<file path="config.mk">
export PLATFORM = sky130hd
export DESIGN_NAME = audio_pwm_out
export DESIGN_NICKNAME = d
export VERILOG_FILES = /design/src/rtl/audio_pwm_out_pkg.sv /design/src/rtl/audio_pwm_out_sample_fifo.sv /design/src/rtl/audio_pwm_out.sv
export SDC_FILE = /design/constraint.sdc
export NUM_CORES = 1
export LEC_CHECK = 0
export CAP_MARGIN = 20
export CORE_UTILIZATION = 52
export CTS_BUF_LIST = sky130_fd_sc_hd__clkbuf_16
export DETAILED_ROUTE_END_ITERATION = 7
export PLACE_DENSITY = 0.71
export SYNTH_ARGS = -nofsm -noshare
export SYNTH_HDL_FRONTEND = slang
export SYNTH_SLANG_ARGS = --single-unit
</file>
<file path="constraint.sdc">
create_clock -name clk -period 7.1 [get_ports clk]
set_input_delay 1.065 -clock clk [delete_from_list [all_inputs] [get_ports clk]]
set_output_delay 1.065 -clock clk [all_outputs]
set_load 0.005 [all_outputs]
</file>
<file path="src/rtl/audio_pwm_out_pkg.sv">
// Shared constants for the audio output path: FSM encodings, midscale level, default divider.
package audio_pwm_out_pkg;
  localparam logic [1:0] ST_MUTE = 2'd0;
  localparam logic [1:0] ST_FILL = 2'd1;
  localparam logic [1:0] ST_PLAY = 2'd2;

  localparam logic [15:0] MIDSCALE        = 16'h8000;
  localparam int          DEFAULT_CLK_DIV = 3200;

  // Signed two's-complement to unsigned offset-binary.
  function automatic logic [15:0] to_offset(input logic [15:0] s);
    return {~s[15], s[14:0]};
  endfunction
endpackage

</file>
<file path="src/rtl/audio_pwm_out_sample_fifo.sv">
// Sample FIFO: pushes at full and pops at empty are ignored; flush empties it in one cycle.
module sample_fifo #(
  parameter int DEPTH = 8,
  parameter int W     = 16,
  localparam int AW   = $clog2(DEPTH),
  localparam int LW   = AW + 1
) (
  input  logic          clk,
  input  logic          rst,
  input  logic          flush,
  input  logic          push,
  input  logic [W-1:0]  push_data,
  input  logic          pop,
  output logic [W-1:0]  pop_data,
  output logic [LW-1:0] level,
  output logic          full,
  output logic          empty
);
  logic [W-1:0]  mem [DEPTH];
  logic [AW-1:0] wr_ptr;
  logic [AW-1:0] rd_ptr;
  logic          do_push;
  logic          do_pop;

  assign full     = (level == LW'(DEPTH));
  assign empty    = (level == '0);
  assign do_push  = push && !full;
  assign do_pop   = pop && !empty;
  assign pop_data = mem[rd_ptr];

  always_ff @(posedge clk) begin
    if (do_push) mem[wr_ptr] <= push_data;
  end

  always_ff @(posedge clk or posedge rst) begin
    if (rst) begin
      wr_ptr <= '0;
      rd_ptr <= '0;
      level  <= '0;
    end else if (flush) begin
      wr_ptr <= '0;
      rd_ptr <= '0;
      level  <= '0;
    end else begin
      if (do_push) wr_ptr <= wr_ptr + AW'(1);
      if (do_pop)  rd_ptr <= rd_ptr + AW'(1);
      case ({do_push, do_pop})
        2'b10:   level <= level + LW'(1);
        2'b01:   level <= level - LW'(1);
        default: level <= level;
      endcase
    end
  end
endmodule

</file>
<file path="src/rtl/audio_pwm_out.sv">
// Audio output stage: sample FIFO, MUTE/FILL/PLAY control, tick divider and 8-bit PWM modulator.
// Define AUDIO_OUT_SIGMA_DELTA_EN to replace the PWM with a first-order sigma-delta modulator.
module audio_pwm_out
  import audio_pwm_out_pkg::*;
#(
  parameter int  CLK_DIV     = DEFAULT_CLK_DIV,
  parameter int  FIFO_DEPTH  = 8,
  parameter int  PRIME_LEVEL = 4,
  localparam int LW          = $clog2(FIFO_DEPTH) + 1
) (
  input  logic          clk,
  input  logic          rst,
  input  logic          enable,
  input  logic [15:0]   sample_in,
  input  logic          sample_valid,
  output logic          sample_ready,
  output logic          sample_tick,
  output logic          audio_pwm,
  output logic          audio_sd,
  output logic          underrun,
  output logic [LW-1:0] fifo_level
);
  localparam int         DW       = (CLK_DIV > 1) ? $clog2(CLK_DIV) : 1;
  localparam logic [DW-1:0] TICK_AT  = DW'(CLK_DIV - 1);
  localparam logic [LW-1:0] PRIME_LV = LW'(PRIME_LEVEL);

  logic [DW-1:0] div_cnt;
  logic [1:0]    state;
  logic [15:0]   hold;
  logic [15:0]   pop_data;
  logic          fifo_full;
  logic          fifo_empty;
  logic          playing;
  logic          do_pop;
  logic          underrun_hit;

  assign sample_tick  = (div_cnt == TICK_AT);
  assign sample_ready = !fifo_full;
  assign audio_sd     = (state == ST_PLAY);
  // A tick with enable already low belongs to the flush, not to playback.
  assign playing      = (state == ST_PLAY) && enable;
  assign do_pop       = sample_tick && playing && !fifo_empty;
  assign underrun_hit = sample_tick && playing && fifo_empty;

  sample_fifo #(.DEPTH(FIFO_DEPTH), .W(16)) u_fifo (
    .clk       (clk),
    .rst       (rst),
    .flush     (!enable),
    .push      (sample_valid && sample_ready),
    .push_data (sample_in),
    .pop       (do_pop),
    .pop_data  (pop_data),
    .level     (fifo_level),
    .full      (fifo_full),
    .empty     (fifo_empty)
  );

  always_ff @(posedge clk or posedge rst) begin
    if (rst)              div_cnt <= '0;
    else if (sample_tick) div_cnt <= '0;
    else                  div_cnt <= div_cnt + DW'(1);
  end

  always_ff @(posedge clk or posedge rst) begin
    if (rst) begin
      state <= ST_MUTE;
    end else if (!enable) begin
      state <= ST_MUTE;
    end else begin
      case (state)
        ST_MUTE: state <= ST_FILL;
        ST_FILL: if (fifo_level >= PRIME_LV) state <= ST_PLAY;
        ST_PLAY: if (underrun_hit) state <= ST_FILL;
        default: state <= ST_MUTE;
      endcase
    end
  end

  always_ff @(posedge clk or posedge rst) begin
    if (rst) begin
      hold     <= MIDSCALE;
      underrun <= 1'b0;
    end else begin
      underrun <= underrun_hit;
      if (!playing)          hold <= MIDSCALE;
      else if (do_pop)       hold <= to_offset(pop_data);
      else if (underrun_hit) hold <= MIDSCALE;
    end
  end

`ifdef AUDIO_OUT_SIGMA_DELTA_EN
  logic [16:0] acc;

  always_ff @(posedge clk or posedge rst) begin
    if (rst) acc <= '0;
    else     acc <= {1'b0, acc[15:0]} + {1'b0, hold};
  end

  assign audio_pwm = acc[16];
`else
  logic [7:0] pwm_cnt;

  always_ff @(posedge clk or posedge rst) begin
    if (rst) begin
      pwm_cnt   <= '0;
      audio_pwm <= 1'b0;
    end else begin
      pwm_cnt   <= pwm_cnt + 8'd1;
      audio_pwm <= (pwm_cnt < hold[15:8]);
    end
  end
`endif
endmodule
</file>
==> impl_metrics.yaml, run 1 <==
timing:
  setup_violations: 0
  fmax_mhz: 309
  finalWorstPathRequiredPeriod_ps: 3240
  finClkSkew_ps: 9.83
  final_hold_viol_count: 0
  rsz0062_at_grt: "no"
  post-route-period-util_pct: 45.6
  fin_hold_ws_ps: 483
  totalNegativeSetupSlack_ps: 0
  worst_slew_margin_rel_pct: 40.0
  tightest_slew_ps: 897
  slew_viol_final: 0
place:
  global_placement_routability_congestion: 0.739
  port-buffer-count: 20
  numPlacedInstances: 431
  detailedPlacementHpwl_um: 4990
finish:
  filler_cells: 636
  final_layout_size_suffix_gt1_share_pct: 14.0
  num_antenna_cells: 0
  layout.nets: 371
  final-instance-count-excl-fill: 448
  area_delta_synth_final_pct: 14.6
pwr:
  peakVddDrop_mv: 0.130
  power-per-cell-area_mw_per_mm2: 234
  power.leakage_nw: 1.92
critical_path:
  critical_path_class: "in2reg"
  worst-endpoint-required_ps: 7370
  slowest_stage: "sky130_fd_sc_hd__clkdlybuf4s50_1"
  cp_max_fo: 7
  timing.critical_path.to_type: "flip-flop"
  critPathMaxStageDelay_ps: 640
  cp-start-kind: "input port"
  crit_path_cell_trace: "clkdlybuf4s50_1 > nand3b_1 > nor2_1 > and3_1 > xor2_1 > ha_1 > o21a_1 > a221o_1 > nor3_2"
  timing.critical_path.arrival_ps: 3510
clock_tree:
  cts.repair_timing.setup_buffer_count: 0
  post_cts_resized: 0
  cts_hold_repair.buffers: 0
  ctsLongestPathBuffers: 2
  cts.reportedPaths.clkPinSlew_ps: 80
  clock_latency_ps: 350
  cts_tree: "built"
  cts_made_buffers: 9
  clockRootBuffer: "sky130_fd_sc_hd__clkbuf_16"
  clock_sinks: 106
  cts_htree_levels: 3
drt:
  drc_errors: 0
  drt-initial-drc-count: 109
  drt-vias-per-instance: 5.56
  routed_wire_length_per_instance_um: 17.3
  ant_nets: 0
  drt-total-wl_um: 7750
  drtPass1Iterations: 4
  routed-via-count: 2491
synth:
  post_synth_most_frequent_cells: "sky130_fd_sc_hd__edfxtp_1 (64), sky130_fd_sc_hd__dfrtp_1 (41), sky130_fd_sc_hd__nand2_1 (27), sky130_fd_sc_hd__nor2_1 (21), sky130_fd_sc_hd__mux4_2 (16)"
  cell_count_after_synthesis: 309
  synthArstFlopShare_pct: 39.6
  synth_edf_count: 64
  seq_area_frac_synth_pct: 65.4
  synth_nets: 342
  syn_area_per_cell_um2: 14.7
  area_of_the_mapped_netlist_mm2: 0.00455
  most_repeated_cell_in_the_gate_level_netlist_after_synthesis: "sky130_fd_sc_hd__edfxtp_1"
  yosys.area.top_type: "sky130_fd_sc_hd__edfxtp_1"
  ys_dominant_reg_cell: "sky130_fd_sc_hd__edfxtp_1"
  ys_ff_latch: 106
  yosys_warnings: 0
  post-synth-top-area-fraction_pct: 42.2
  cells_taking_the_most_area_after_synthesis: "sky130_fd_sc_hd__edfxtp_1 (42%), sky130_fd_sc_hd__dfrtp_1 (23%), sky130_fd_sc_hd__mux4_2 (7.9%)"
  post_synth_num_cell_types: 45
global_route:
  grt_start_max_net_pins: 43
  grt_antenna_before_repair: 0
  first_global_vias: 2452
  remaining_overflow_grt: 0
  gr-usage-all-layers_pct: 19.4
  grt_pass1_wl_um: 12700
floorplan:
  floorplan.die_area_mm2: 0.00913
  dieWidth_um: 95.5
  placement_rows: 33
  core_region_area_mm2: 0.00834
  vert_die_dim_um: 95.5
  initial_utilization_pct: 54.6
  io_pins: 29
outcome:
  outcome: "finished, final reports clean"
hold_path:
  worst_hold_path_type: "reg2reg"
run:
  cap_viol_max_count: 0
path summary, 6_finish.rpt:
path                            start               to  slack, ps  depth (start not counted)
min reg2reg                  hold[12]         hold[12]        480                          2
min                          hold[12]         hold[12]        480                          2
max reg2reg                div_cnt[0]  u_fifo.level[2]       4300                         10
min in group asynchronous         rst       div_cnt[7]       1150                          3
max in group asynchronous         rst         hold[15]       5580                          3
max                            enable  u_fifo.level[2]       3860                          9
cell usage in the layout (no fill, tap or decap), types with 7 or more instances in the layout:
cell type	Yosys	layout
sky130_fd_sc_hd__nor3_1	8	8
sky130_fd_sc_hd__o21ai_0	10	10
sky130_fd_sc_hd__xor2_1	10	10
sky130_fd_sc_hd__clkdlybuf4s50_1	0	20
sky130_fd_sc_hd__edfxtp_1	64	64
sky130_fd_sc_hd__mux2i_1	10	10
sky130_fd_sc_hd__buf_4	1	7
sky130_fd_sc_hd__inv_1	12	12
sky130_fd_sc_hd__mux4_2	16	16
sky130_fd_sc_hd__nand3_1	12	12
sky130_fd_sc_hd__clkbuf_16	0	9
sky130_fd_sc_hd__ha_1	13	13
sky130_fd_sc_hd__dfrtp_1	41	41
sky130_fd_sc_hd__xnor2_1	11	11
sky130_fd_sc_hd__nand2_1	27	27
sky130_fd_sc_hd__nor2_1	21	21
state kept, by name (all words and copies together), names as in the netlist:
| name | cells |
|---|---|
| audio_pwm | 1 |
| div_cnt | 12 |
| hold | 8 |
| pwm_cnt | 8 |
| state | 2 |
| u_fifo.level | 4 |
| u_fifo.mem | 64 |
| u_fifo.rd_ptr | 3 |
| u_fifo.wr_ptr | 3 |
| underrun | 1 |
stage by stage:
| step | util [%] | setup WS, ps | instance area [um2] | total power, mW |
|---|---|---|---|---|
| 2_1_floorplan | - | 4480 | 4550 | 0.714 |
| 3_3_place_gp | 58.5 | 3580 | 4880 | 0.736 |
| 3_5_place_dp | 58.5 | 3540 | 4880 | 0.739 |
| 4_1_cts | 62.2 | 3900 | 5190 | 1.23 |
| 5_1_grt | 62.5 | 3730 | 5210 | 1.26 |
| 6_report | 62.5 | 3860 | 5210 | 1.22 |
area by class of cell:
type | instances | area (um2) | area share (%)
clock buffers | 9 | 225 | 4.32
repair buffers | 28 | 280 | 5.38
multi-input cells | 180 | 1470 | 28.3
well taps | 105 | 131 | 2.52
inverters | 13 | 48.8 | 0.936
clock inverters | 7 | 80.1 | 1.54
flip-flops and latches | 106 | 2970 | 57.0
critical path: cells and delay by family:
kind	cells	cell delay (ps)
buffers and inverters	1	640
xor gates and xnor gates	1	110
and+or+nand+nor	4	930
adders and majority gates	1	230
AOI/OAI and AO/OA	2	530
power by group:
part | internal [mW] | total, mW | switching (mW)
Clock | 0.252 | 0.496 | 0.244
Sequential | 0.667 | 0.674 | 0.00765
Combinational | 0.0222 | 0.0508 | 0.0285
logic make-up (layout without fill, tap and decap cells):
family          Yosys count  count (layout)  synth area share [%]
xor+xnor                 21              21                  4.04
compound gates           28              28                  3.96
simple gates             91              91                  10.4
mux                      27              27                  10.4
buf+inv                  23              57                  2.25
flops                   106             106                  65.4
fa+ha+maj                13              13                  3.57
routing by layer:
metal,GRT usage (%),part of all wire [%],vias up
met1,25.2,44,1248
met5,0,0,-
li1,-,-,1196
met4,7.46,2.0,0
met2,31.9,51,32
met3,4.31,2.7,15
Power figures use the tool's default switching activity.
==> inputs of run 2 (changes only) <==
PLACE_DENSITY = 0.74   (was 0.71)
clock period = 2.59 ns   (was 7.1 ns; I/O delays follow)
==> impl_metrics.yaml, run 2 (synthesized netlist as in run 1, its figures left out) <==
place:
  place_ws_ps: 192
  global_placement_routability_congestion: 0.788
  detailedPlacementHpwl_um: 5060
  port-buffer-count: 20
  postPlaceCellArea_mm2: 0.00497
critical_path:
  worst-r2r-cell-count: 9
  critical_path_class: "reg2out"
  worst-path-buf-inv: 2
  timing.critical_path.to_type: "output port"
  worst-endpoint-required_ps: 2200
  crit_path_cell_trace: "ha_2 > and4_4 > nor4b_4 > buf_6 > clkdlybuf4s50_1"
  timing.critical_path.arrival_ps: 2090
  reg2reg_setup_slack_ps: 170
  cp-start-kind: "flip-flop"
  cp_max_fo: 4
  r2r_startpoint: "div_cnt[0]"
  critPathMaxStageDelay_ps: 480
  slowest_stage: "sky130_fd_sc_hd__clkdlybuf4s50_1"
  critical_path.reg2reg.endpoint: "u_fifo.level[2]"
  path_delay_family: "buffers and inverters"
pwr:
  p_comb_share_pct: 4.6
  power_frac_clock_pct: 40.9
  power-per-cell-area_mw_per_mm2: 637
  power.leakage_nw: 1.98
  power_switching_share_pct: 23.2
  seq_power_share_pct: 54.5
  peakVddDrop_mv: 0.485
  netSwitchingPower_uw: 783
  internal_power_mw: 2.60
  totalPowerFinal_mw: 3.38
clock_tree:
  clock_latency_ps: 350
  cts_htree_levels: 3
  cts.reportedPaths.clkPinSlew_ps: 80
  cts_made_buffers: 9
  clockRootBuffer: "sky130_fd_sc_hd__clkbuf_16"
  cts_tree: "built"
  ctsLongestPathBuffers: 2
  clock_sinks: 106
drt:
  routed_wire_length_per_instance_um: 17.1
  drc_errors: 0
  ant_nets: 0
  routed-via-count: 2568
  met3RoutedLength_um: 246
  drt-total-wl_um: 7890
  maxUsedRoutingLayer: "met4"
  met1_length_um: 3530
  drt-initial-drc-count: 113
  drt-vias-per-instance: 5.58
  met2RoutedLength_um: 4050
  drtPass1Iterations: 4
finish:
  layout.nets: 383
  most_flops_register: "u_fifo.mem"
  final_layout_size_suffix_gt1_share_pct: 17.7
  area_delta_synth_final_pct: 16.6
  layout.cells.most_common_list: "sky130_fd_sc_hd__edfxtp_1 (64), sky130_fd_sc_hd__dfrtp_1 (41), sky130_fd_sc_hd__nand2_1 (27)"
  finish.instance_area_mm2: 0.00531
  layout_commonest_cell: "sky130_fd_sc_hd__edfxtp_1"
  largest_register_ffs: 64
  largestRegisters: "u_fifo.mem: 64 flops, div_cnt: 12 flops"
  num_antenna_cells: 0
global_route:
  grt_start_max_net_pins: 43
  first_global_vias: 2545
  grt_antenna_before_repair: 0
  grt_pass1_wl_um: 13200
  remaining_overflow_grt: 0
  gr-usage-all-layers_pct: 20.1
timing:
  final.setup.worst_slack_ps: 108
  fmax_mhz: 403
  totalNegativeSetupSlack_ps: 0
  setup_violations: 0
  finClkSkew_ps: 11.3
  slew_viol_final: 0
  worst_slew_margin_rel_pct: 46.1
  tightest_slew_ps: 808
  post-route-period-util_pct: 95.8
  finalWorstPathRequiredPeriod_ps: 2480
  final_hold_viol_count: 0
floorplan:
  core_region_area_mm2: 0.00834
  dieWidth_um: 95.5
  floorplan.die_area_mm2: 0.00913
  io_pins: 29
  initial_utilization_pct: 54.6
  placement_rows: 33
  vert_die_dim_um: 95.5
run:
  cap_viol_max_count: 0
hold_path:
  worst_hold_path_type: "in2async"
outcome:
  outcome: "finished, final reports clean"
run 2: cell count changes in the layout (fill, tap and decap cells not counted), moves of 2 or more:
cell,previous run,this run
sky130_fd_sc_hd__clkinv_4,2,0
sky130_fd_sc_hd__inv_6,0,3
sky130_fd_sc_hd__buf_4,7,19
sky130_fd_sc_hd__inv_8,2,0
sky130_fd_sc_hd__clkinv_8,1,3
run 2: worst max path at each step:
stage | endpoint | cells after the start | slack, ps | start
2_1_floorplan | u_fifo.level[2] | 10 | 190 | div_cnt[0]
3_3_place_gp | u_fifo.level[2] | 9 | 210 | enable
3_5_place_dp | u_fifo.level[2] | 9 | 190 | enable
4_1_cts | sample_tick | 5 | 60 | div_cnt[0]
5_1_grt | sample_tick | 5 | -0.2 | div_cnt[0]
6_report | sample_tick | 5 | 110 | div_cnt[0]
run 2: tightest hold or removal path, stage by stage:
cell,delay [ps]
sky130_fd_sc_hd__clkdlybuf4s50_1,390
sky130_fd_sc_hd__inv_1,50
sky130_fd_sc_hd__buf_4,440
run 2: layer usage:
layer / GRT usage (%) / vias up
li1: - / 1226
met1: 27.2 / 1300
met2: 32.9 / 36
met3: 5.02 / 6
met4: 5.10 / 0
met5: 0 / -
run 2: area by class of cell:
cell class	instances	area (um2)
Fill cell	619	3040
Sequential cell	106	2970
Multi-Input combinational cell	180	1480
Timing Repair Buffer	40	354
Clock buffer	9	225
Tap cell	105	131
Clock inverter	7	91.3
Inverter	13	48.8
run 2: timing repair:
action,4_1_cts,5_1_grt
resized for setup,1,4
buffers inserted,1,0
hold buffers,0,0
pin swaps,0,0
setup endpoints to repair,1,3
run 2: per-stage QoR:
step           hold WS [ps]  instances  utilization [%]
2_1_floorplan           444        309                -
3_3_place_gp            463        443             59.6
3_5_place_dp            464        443             59.6
4_1_cts                 489        460             63.5
5_1_grt                 518        460             63.6
6_report                478        460             63.6
run 2: power by group through the flow:
| stage | clock, mW | combinational, mW | sequential (mW) |
|---|---|---|---|
| 2_1_floorplan | 0 | 0.0782 | 1.88 |
| 3_3_place_gp | 0 | 0.152 | 1.88 |
| 3_5_place_dp | 0 | 0.156 | 1.88 |
| 4_1_cts | 1.42 | 0.156 | 1.84 |
| 5_1_grt | 1.49 | 0.171 | 1.85 |
| 6_report | 1.38 | 0.155 | 1.84 |
